### src/rtl/noc_rr_port_arbiter.sv
// noc_rr_port_arbiter
// Round-robin packet arbiter for one NoC router output port with 4 requesters.
// A grant is held for a whole packet, which ends on the beat flagged last.
// The arbiter always spends one idle arbitration cycle between packets.
// Optional per-requester packet counters are enabled by defining ARB_GRANT_CNT_EN.
module noc_rr_port_arbiter #(
   parameter int CNT_W = 16
) (
   input  logic       clk,
   input  logic       rst_n,
   input  logic [3:0] req_valid,
   input  logic [3:0] req_last,
   output logic [3:0] req_ready,
   output logic       out_valid,
   input  logic       out_ready,
   output logic [3:0] grant,
   output logic [1:0] sel,
   output logic       busy
`ifdef ARB_GRANT_CNT_EN
   ,
   input  logic                 cnt_clr,
   output logic [4*CNT_W-1:0]   grant_cnt
`endif
);

   typedef enum logic {
      IDLE = 1'b0,
      LOCK = 1'b1
   } state_t;

   state_t     state;
   state_t     state_next;
   logic [3:0] grant_next;
   logic [1:0] sel_next;
   logic [1:0] rr_ptr;
   logic [1:0] rr_ptr_next;
   logic [1:0] winner;
   logic       any_req;
   logic       done;

   // A counter width of zero is meaningless; stop elaboration early.
   if (CNT_W < 1) begin : g_bad_cnt_w
      $error("noc_rr_port_arbiter: CNT_W must be at least 1");
   end

   // Round-robin search: first valid requester scanning from rr_ptr upward, mod 4.
   always_comb begin : search
      logic [1:0] idx;
      winner  = 2'd0;
      any_req = 1'b0;
      idx     = 2'd0;
      for (int i = 0; i < 4; i++) begin
         idx = rr_ptr + 2'(i);
         if (!any_req && req_valid[idx]) begin
            winner  = idx;
            any_req = 1'b1;
         end
      end
   end

   // Packet completes when the owner's last beat is accepted downstream.
   assign done = (state == LOCK) && req_valid[sel] && out_ready && req_last[sel];

   // Next-state logic: arbitrate in IDLE, hold ownership in LOCK until the last beat.
   always_comb begin
      state_next  = state;
      grant_next  = grant;
      sel_next    = sel;
      rr_ptr_next = rr_ptr;
      case (state)
         IDLE: begin
            if (any_req) begin
               state_next = LOCK;
               grant_next = 4'b0001 << winner;
               sel_next   = winner;
            end
         end
         LOCK: begin
            if (done) begin
               state_next  = IDLE;
               grant_next  = 4'b0000;
               sel_next    = 2'd0;
               rr_ptr_next = sel + 2'd1;
            end
         end
         default: begin
            state_next = IDLE;
            grant_next = 4'b0000;
            sel_next   = 2'd0;
         end
      endcase
   end

   // State, grant and pointer registers; reset abandons any packet in flight.
   always_ff @(posedge clk or negedge rst_n) begin
      if (!rst_n) begin
         state  <= IDLE;
         grant  <= 4'b0000;
         sel    <= 2'd0;
         rr_ptr <= 2'd0;
      end else begin
         state  <= state_next;
         grant  <= grant_next;
         sel    <= sel_next;
         rr_ptr <= rr_ptr_next;
      end
   end

   // Handshake outputs are combinational from the registered grant only.
   assign busy      = (state == LOCK);
   assign out_valid = busy && req_valid[sel];
   assign req_ready = busy ? (grant & {4{out_ready}}) : 4'b0000;

`ifdef ARB_GRANT_CNT_EN
   for (genvar gi = 0; gi < 4; gi++) begin : g_cnt
      logic [CNT_W-1:0] cnt;

      // Saturating count of completed packets for this requester; clear has priority.
      always_ff @(posedge clk or negedge rst_n) begin
         if (!rst_n) begin
            cnt <= '0;
         end else if (cnt_clr) begin
            cnt <= '0;
         end else if (done && (sel == 2'(gi)) && (cnt != {CNT_W{1'b1}})) begin
            cnt <= cnt + 1'b1;
         end
      end

      assign grant_cnt[gi*CNT_W +: CNT_W] = cnt;
   end
`endif

endmodule

### config.mk
export PLATFORM = sky130hd
export DESIGN_NAME = noc_rr_port_arbiter
export DESIGN_NICKNAME = d
export VERILOG_FILES = /design/src/rtl/noc_rr_port_arbiter.sv
export SDC_FILE = /design/constraint.sdc
export NUM_CORES = 1
export LEC_CHECK = 0
export CORE_AREA = 2 2 39 41
export CTS_BUF_LIST = sky130_fd_sc_hd__clkbuf_16
export DETAILED_ROUTE_END_ITERATION = 16
export DIE_AREA = 0 0 41 43
export HOLD_SLACK_MARGIN = 0.12
export MAX_ROUTING_LAYER = met4
export PLACE_DENSITY = 0.78
export SETUP_SLACK_MARGIN = 0.1
export SYNTH_ARGS = -nofsm -noshare
export SYNTH_HDL_FRONTEND = slang
export SYNTH_SLANG_ARGS = --single-unit
### constraint.sdc
create_clock -name clk -period 2.5 [get_ports clk]
set_input_delay 0.625 -clock clk [delete_from_list [all_inputs] [get_ports clk]]
set_output_delay 0.625 -clock clk [all_outputs]
set_load 0.03 [all_outputs]
==> results.py, run 1 <==
metrics = {
    "critical_path": {
        "worstSetupStartpoint": "req_valid[3]",
        "timing.critical_path.max_delay_family": "multiplexers",
        "critical_path.reg2reg.endpoint": "sel[0]",
        "timing.setup.critical_path_class": "input pin to output port",
        "ff2ff_path_depth": 5,
        "r2r_setup_slack_ns": 0.86,
        "cp.required_ns": 1.88,
        "critical_path.endpoint_type": "output port",
        "path_depth": 4,
        "startpoint_type": "input pin",
        "reg2reg_from": "sel[0]",
        "largest_stage_delay_on_the_critical_path_ns": 0.48,
        "worst-endpoint-arrival_ns": 1.66,
        "cp_max_fo": 2,
        "critical_path.n_buffers_inverters": 2,
        "crit_chain": "dlygate4sd2_1, mux4_2, and2_4, buf_6",
        "crit_end": "out_valid",
        "critical_path.slowest_cell": "sky130_fd_sc_hd__mux4_2",
    },
    "power": {
        "design_power_total_uw": 1053,
        "cell_leakage_power_uw": 0.0004183,
        "vdd.ir_drop.worst_uv": 698.2,
        "power_density_mw_per_mm2": 1177,
    },
    "drt": {
        "route.detailed.wl_per_inst_um": 14.89,
        "detail_route.iter0.violations": 16,
        "firstDrtPassIters": 4,
        "vias_per_cell": 5.630,
        "detail-route-antenna-nets": 0,
        "dr_total_vias": 563,
        "wl_um": 1489,
        "drc_errors": 0,
    },
    "finish": {
        "n_antenna_cell": 0,
        "final_common_cell": "sky130_fd_sc_hd__clkdlybuf4s50_1",
        "fill_cells": 127,
        "area.growth.synth_to_final_pct": 61.40,
        "final_core_utilization_pct": 64.65,
        "num-nets-final": 96,
        "layout.cells.most_common_list": "sky130_fd_sc_hd__clkdlybuf4s50_1 (13), sky130_fd_sc_hd__buf_4 (11), sky130_fd_sc_hd__dfrtp_1 (9)",
        "finish.cell_count_without_fillers": 100,
        "fraction_of_final_layout_cells_sized_beyond_drive_strength_1_pct": 27.38,
    },
    "logic_synthesis": {
        "synth.distinct_cells": 27,
        "syn-mean-instance-area_um2": 10.46,
        "mappedNetlistArea_um2": 554.3,
        "yosys-top-cells-area": "sky130_fd_sc_hd__dfrtp_1 (41%), sky130_fd_sc_hd__mux4_1 (9.5%), sky130_fd_sc_hd__and3_1 (4.5%)",
        "synth_fp_nets": 64,
        "warnings_synthesis": 0,
        "synth_top_cell_area_share_pct": 40.63,
        "synth.largest_area_cell": "sky130_fd_sc_hd__dfrtp_1",
        "yosysSeqAreaShare_pct": 40.63,
        "number_of_synthesized_register_bits": 9,
        "post_synth_inst_count": 53,
    },
    "global_route": {
        "largest_net_degree_at_the_start_of_global_routing": 12,
        "grt_overflow": 0,
        "via_count_of_the_first_global_routing_pass": 508,
        "antenna_violations_before_repair": 0,
        "globalRouteTotalUtil_pct": 22.05,
        "grt_first_pass_wirelength_um": 2470,
    },
    "timing": {
        "worst_clock_skew_ns": 0.005795,
        "rsz0062_at_grt": "no",
        "worst_slack_ns": 0.2153,
        "timing.fmax_mhz": 437.7,
        "worst_pin_slew_ns": 0.4296,
        "min_period_over_period_pct": 91.39,
        "final-hold-violation-count": 0,
        "max_slew_margin_pct": 71.27,
        "final_max_slew_viol_count": 0,
        "post-route-min-period_ns": 2.285,
        "final-setup-viol-count": 0,
    },
    "clock_tree": {
        "worst_setup_hold_path_clk_slew_ns": 0.04,
        "cts_tree": "done",
        "cts_buffers": 3,
        "cts-htree-levels": 1,
        "cts-root-buf": "sky130_fd_sc_hd__clkbuf_16",
        "numClockSinks": 9,
        "ctsLongestPathBuffers": 2,
        "insertion_delay_ns": 0.24,
    },
    "floorplan": {
        "floorplan.initialDensity_pct": 40.05,
        "floorplan.die_area_mm2": 0.001763,
        "number_of_placement_rows": 14,
        "floorplan.io_pins": 23,
        "die_w_um": 41,
        "core_area_mm2": 0.001384,
        "vertical_extent_of_the_die_um": 43,
    },
    "flow_run": {
        "max_cap_viol_count": 0,
    },
    "placed_design": {
        "globalplace.congestion": 0.8365,
        "pre_cts_ws_ns": -0.4402,
        "post-dp-hpwl_um": 1122,
        "port_buffers": 22,
        "placed_cells_incl_taps": 96,
    },
    "hold_path": {
        "timing.hold.worst.start": "grant[0]",
        "min-delay-path-class": "register to register",
    },
    "outcome": {
        "status": "finished, final reports clean",
    },
}
## stage by stage
stage | setup TNS, ns | area, µm² | hold slack, ns
global placement | -0.4325 | 820.8 | 0.5112
detailed placement | -0.4402 | 820.8 | 0.5127
floorplan | 0 | 554.3 | 0.3294
CTS | 0 | 894.6 | 0.5206
finish | 0 | 894.6 | 0.5124
global route | 0 | 894.6 | 0.5425
## cell families (layout without fill, tap and decap cells)
group | Yosys count | in the layout | synth area share, %
and+or+nand+nor | 23 | 23 | 25.73
AOI/OAI and AO/OA | 13 | 13 | 16.48
DFF | 9 | 9 | 40.63
buffers and inverters | 4 | 35 | 4.288
muxes | 3 | 3 | 11.29
xor gates and xnor gates | 1 | 1 | 1.580
## worst min-delay path by stage
stage,endpoint,slack [ns],cells after the start
after floorplan,busy,0.33,0
after global placement,grant[1],0.51,2
after detailed placement,grant[0],0.51,2
after CTS,grant[0],0.52,2
after global routing,grant[0],0.54,2
final,grant[0],0.51,2
## per-layer routing
layer | global-route usage (%) | vias up | routed length (µm)
met2 | 33.75 | 26 | 790
met5 | - | - | 0
met1 | 26.69 | 273 | 577
met3 | 6.283 | 4 | 99
met4 | 8.000 | 0 | 21
li1 | - | 260 | -
## power by group
group / switching, µW / internal (µW)
clock: 70.4 / 209
sequential: 59.1 / 203
combinational: 271 / 241
## area by class of cell
class	count	area [µm²]	share of cell area, %
Clock buffer	3	75.07	8.392
Clock inverter	1	3.754	0.4196
Inverter	2	7.507	0.8392
Multi-Input combinational cell	40	304.0	33.99
Sequential cell	9	225.2	25.17
Tap cell	16	20.02	2.238
Timing Repair Buffer	29	259.0	28.95
## registers in the layout, indices dropped and copies added (netlist names)
register and flops:
rr_ptr 2, busy 1, grant 4, sel 2
## worst reg2reg max path, cell delays in order (launching register included)
cell                      delay (ns)
sky130_fd_sc_hd__dfrtp_1        0.37
sky130_fd_sc_hd__buf_4          0.16
sky130_fd_sc_hd__mux4_1         0.57
sky130_fd_sc_hd__nand4_2        0.23
sky130_fd_sc_hd__nand3_1        0.11
sky130_fd_sc_hd__o21ai_0        0.10
## synth_stat cells, drive strengths merged
library cell  number
buf                2
a311oi             1
a21boi             1
o21bai             1
and2               1
mux2i              1
nand4              1
and3               4
or3                1
nor2b              1
inv                2
a21oi              2
dfrtp              9
nand3              3
a31o               1
nand2              3
nor2               2
nor3               2
nand2b             3
o21ai              5
mux4               2
a32o               2
or2                1
xnor2              1
nor4               1
## what timing repair did
| action | CTS | global route |
|---|---|---|
| endpoints found under the setup margin | 1 | 0 |
| resized for setup | 13 | 0 |
| buffers inserted | 0 | 0 |
| hold buffers | 0 | 0 |
Power figures use the tool's default switching activity.
==> run 2: changes to the inputs <==
--- a/config.mk
+++ b/config.mk
@@ -13,6 +13,7 @@
 export MAX_ROUTING_LAYER = met4
 export PLACE_DENSITY = 0.78
 export SETUP_SLACK_MARGIN = 0.1
+export SKIP_CTS_REPAIR_TIMING = 1
 export SYNTH_ARGS = -nofsm -noshare
 export SYNTH_HDL_FRONTEND = slang
 export SYNTH_SLANG_ARGS = --single-unit
==> run 2 against run 1 <==
  * Final cell count is the same
  * Register-to-register slack is essentially flat
  * Fmax increased by 4.8%
==> results.py, run 2 (synthesis gave the netlist of run 1 again) <==
metrics = {
    "outcome": {
        "status": "finished, final reports clean",
    },
    "critical_path": {
        "r2r_setup_slack_ns": 0.86,
        "critical_path.reg2reg.endpoint": "sel[0]",
        "startpoint_type": "input pin",
        "ff2ff_path_depth": 5,
        "largest_stage_delay_on_the_critical_path_ns": 0.48,
        "critical_path.endpoint_type": "output port",
        "critical_path.n_buffers_inverters": 2,
        "worstSetupStartpoint": "req_valid[3]",
        "critical_path.slowest_cell": "sky130_fd_sc_hd__mux4_2",
        "cp_max_fo": 2,
        "timing.setup.critical_path_class": "input pin to output port",
        "crit_chain": "dlymetal6s2s_1, mux4_2, and2_4, buf_6",
        "cp.required_ns": 1.88,
        "worst-endpoint-arrival_ns": 1.56,
        "reg2reg_from": "sel[0]",
        "timing.critical_path.max_delay_family": "multiplexers",
    },
    "finish": {
        "final_design_area_no_fill_um2": 909.6,
        "reg.largest.list": "grant (4), rr_ptr (2), sel (2)",
        "largest_register_ffs": 4,
        "finish.cell_count_without_fillers": 100,
        "final_core_utilization_pct": 65.73,
        "area.growth.synth_to_final_pct": 64.11,
        "layout.cells.most_common_list": "sky130_fd_sc_hd__clkdlybuf4s50_1 (13), sky130_fd_sc_hd__buf_4 (11), sky130_fd_sc_hd__dfrtp_1 (9)",
        "fraction_of_final_layout_cells_sized_beyond_drive_strength_1_pct": 27.38,
        "fill_cells": 123,
        "num-nets-final": 96,
        "n_antenna_cell": 0,
        "registers.top_by_ff_count": "grant",
        "final_common_cell": "sky130_fd_sc_hd__clkdlybuf4s50_1",
    },
    "clock_tree": {
        "worst_setup_hold_path_clk_slew_ns": 0.04,
        "numClockSinks": 9,
        "cts_tree": "done",
        "ctsLongestPathBuffers": 2,
        "cts-root-buf": "sky130_fd_sc_hd__clkbuf_16",
        "insertion_delay_ns": 0.24,
        "cts-htree-levels": 1,
        "cts_buffers": 3,
    },
    "timing": {
        "timing.fmax_mhz": 458.7,
        "fin_hold_ws_ns": 0.5128,
        "rsz0062_at_grt": "no",
        "worst_slack_ns": 0.3198,
        "final-hold-violation-count": 0,
        "worst_clock_skew_ns": 0.006022,
        "min_period_over_period_pct": 87.21,
        "max_slew_margin_pct": 70.77,
        "final-setup-viol-count": 0,
        "post-route-min-period_ns": 2.180,
        "final_max_slew_viol_count": 0,
        "worst_pin_slew_ns": 0.4371,
    },
    "drt": {
        "drc_errors": 0,
        "top_layer": "met4",
        "detail_route.iter0.violations": 13,
        "detail-route-antenna-nets": 0,
        "dr_wl_met3_um": 91,
        "dr_total_vias": 553,
        "vias_per_cell": 5.530,
        "route.detailed.wl_per_inst_um": 15.04,
        "firstDrtPassIters": 4,
        "met2_routed_wirelength_um": 796,
        "wl_um": 1504,
        "routedLengthMet1_um": 594,
    },
    "hold_path": {
        "timing.hold.worst.start": "grant[0]",
        "min-delay-path-class": "register to register",
        "worst_hold_path.num_cells": 2,
        "min_delay_worst_endpoint": "grant[0]",
    },
    "floorplan": {
        "number_of_placement_rows": 14,
        "die_w_um": 41,
        "core_area_mm2": 0.001384,
        "floorplan.die_area_mm2": 0.001763,
        "floorplan.io_pins": 23,
        "floorplan.initialDensity_pct": 40.05,
        "vertical_extent_of_the_die_um": 43,
    },
    "global_route": {
        "globalRouteTotalUtil_pct": 21.94,
        "largest_net_degree_at_the_start_of_global_routing": 12,
        "via_count_of_the_first_global_routing_pass": 504,
        "grt_overflow": 0,
        "antenna_violations_before_repair": 0,
        "grt_first_pass_wirelength_um": 2456,
    },
    "power": {
        "cell_leakage_power_uw": 0.0004495,
        "vdd.ir_drop.worst_uv": 698.5,
        "power_density_mw_per_mm2": 1160,
    },
    "placed_design": {
        "globalplace.congestion": 0.8365,
        "placed_cells_incl_taps": 96,
        "detailed_place.area_um2": 820.8,
        "port_buffers": 22,
        "post-dp-hpwl_um": 1122,
        "pre_cts_ws_ns": -0.4402,
    },
    "flow_run": {
        "max_cap_viol_count": 0,
    },
}
## run 2: changes by cell type in the layout (fill, tap and decap cells not counted)
cell / previous run / this run
sky130_fd_sc_hd__dlymetal6s2s_1: 0 / 4
sky130_fd_sc_hd__dlygate4sd2_1: 4 / 0
## run 2: layer usage
metal	vias up	GRT usage (%)
met4	0	8.000
li1	261	-
met5	-	-
met3	4	6.283
met1	266	26.35
met2	22	33.75
## run 2: layout make-up
class	instances	area, µm²	share of cell area (%)
Clock inverter	1	3.754	0.4127
Sequential cell	9	225.2	24.76
Multi-Input combinational cell	40	304.0	33.43
Clock buffer	3	75.07	8.253
Timing Repair Buffer	29	274.0	30.12
Inverter	2	7.507	0.8253
Tap cell	16	20.02	2.201
## run 2: worst max path at each step
stage,endpoint,slack (ns),cells after the start
4_1_cts,out_valid,-0.44,4
3_5_place_dp,out_valid,-0.44,4
3_3_place_gp,out_valid,-0.43,4
5_1_grt,out_valid,0.31,4
2_1_floorplan,out_valid,0.40,2
6_report,out_valid,0.32,4
## run 2: stage by stage
step / setup TNS [ns] / power (µW)
after floorplan: 0 / 559.2
after global placement: -0.4325 / 750.8
after detailed placement: -0.4402 / 764.9
after CTS: -0.4377 / 1050
after global routing: 0 / 1122
final: 0 / 1055
## run 2: worst min-delay path, stage by stage (launching register included)
cell	delay [ns]
sky130_fd_sc_hd__dfrtp_1	0.35
sky130_fd_sc_hd__nand3_1	0.06
sky130_fd_sc_hd__o21ai_0	0.07
## run 2: power by group
part	internal (µW)	leakage, µW	total (µW)	switching (µW)
Sequential	203	0.000115	262	58.9
Clock	209	0.0000423	280	70.7
Combinational	242	0.000293	514	272
Total	654	0.000450	1060	401
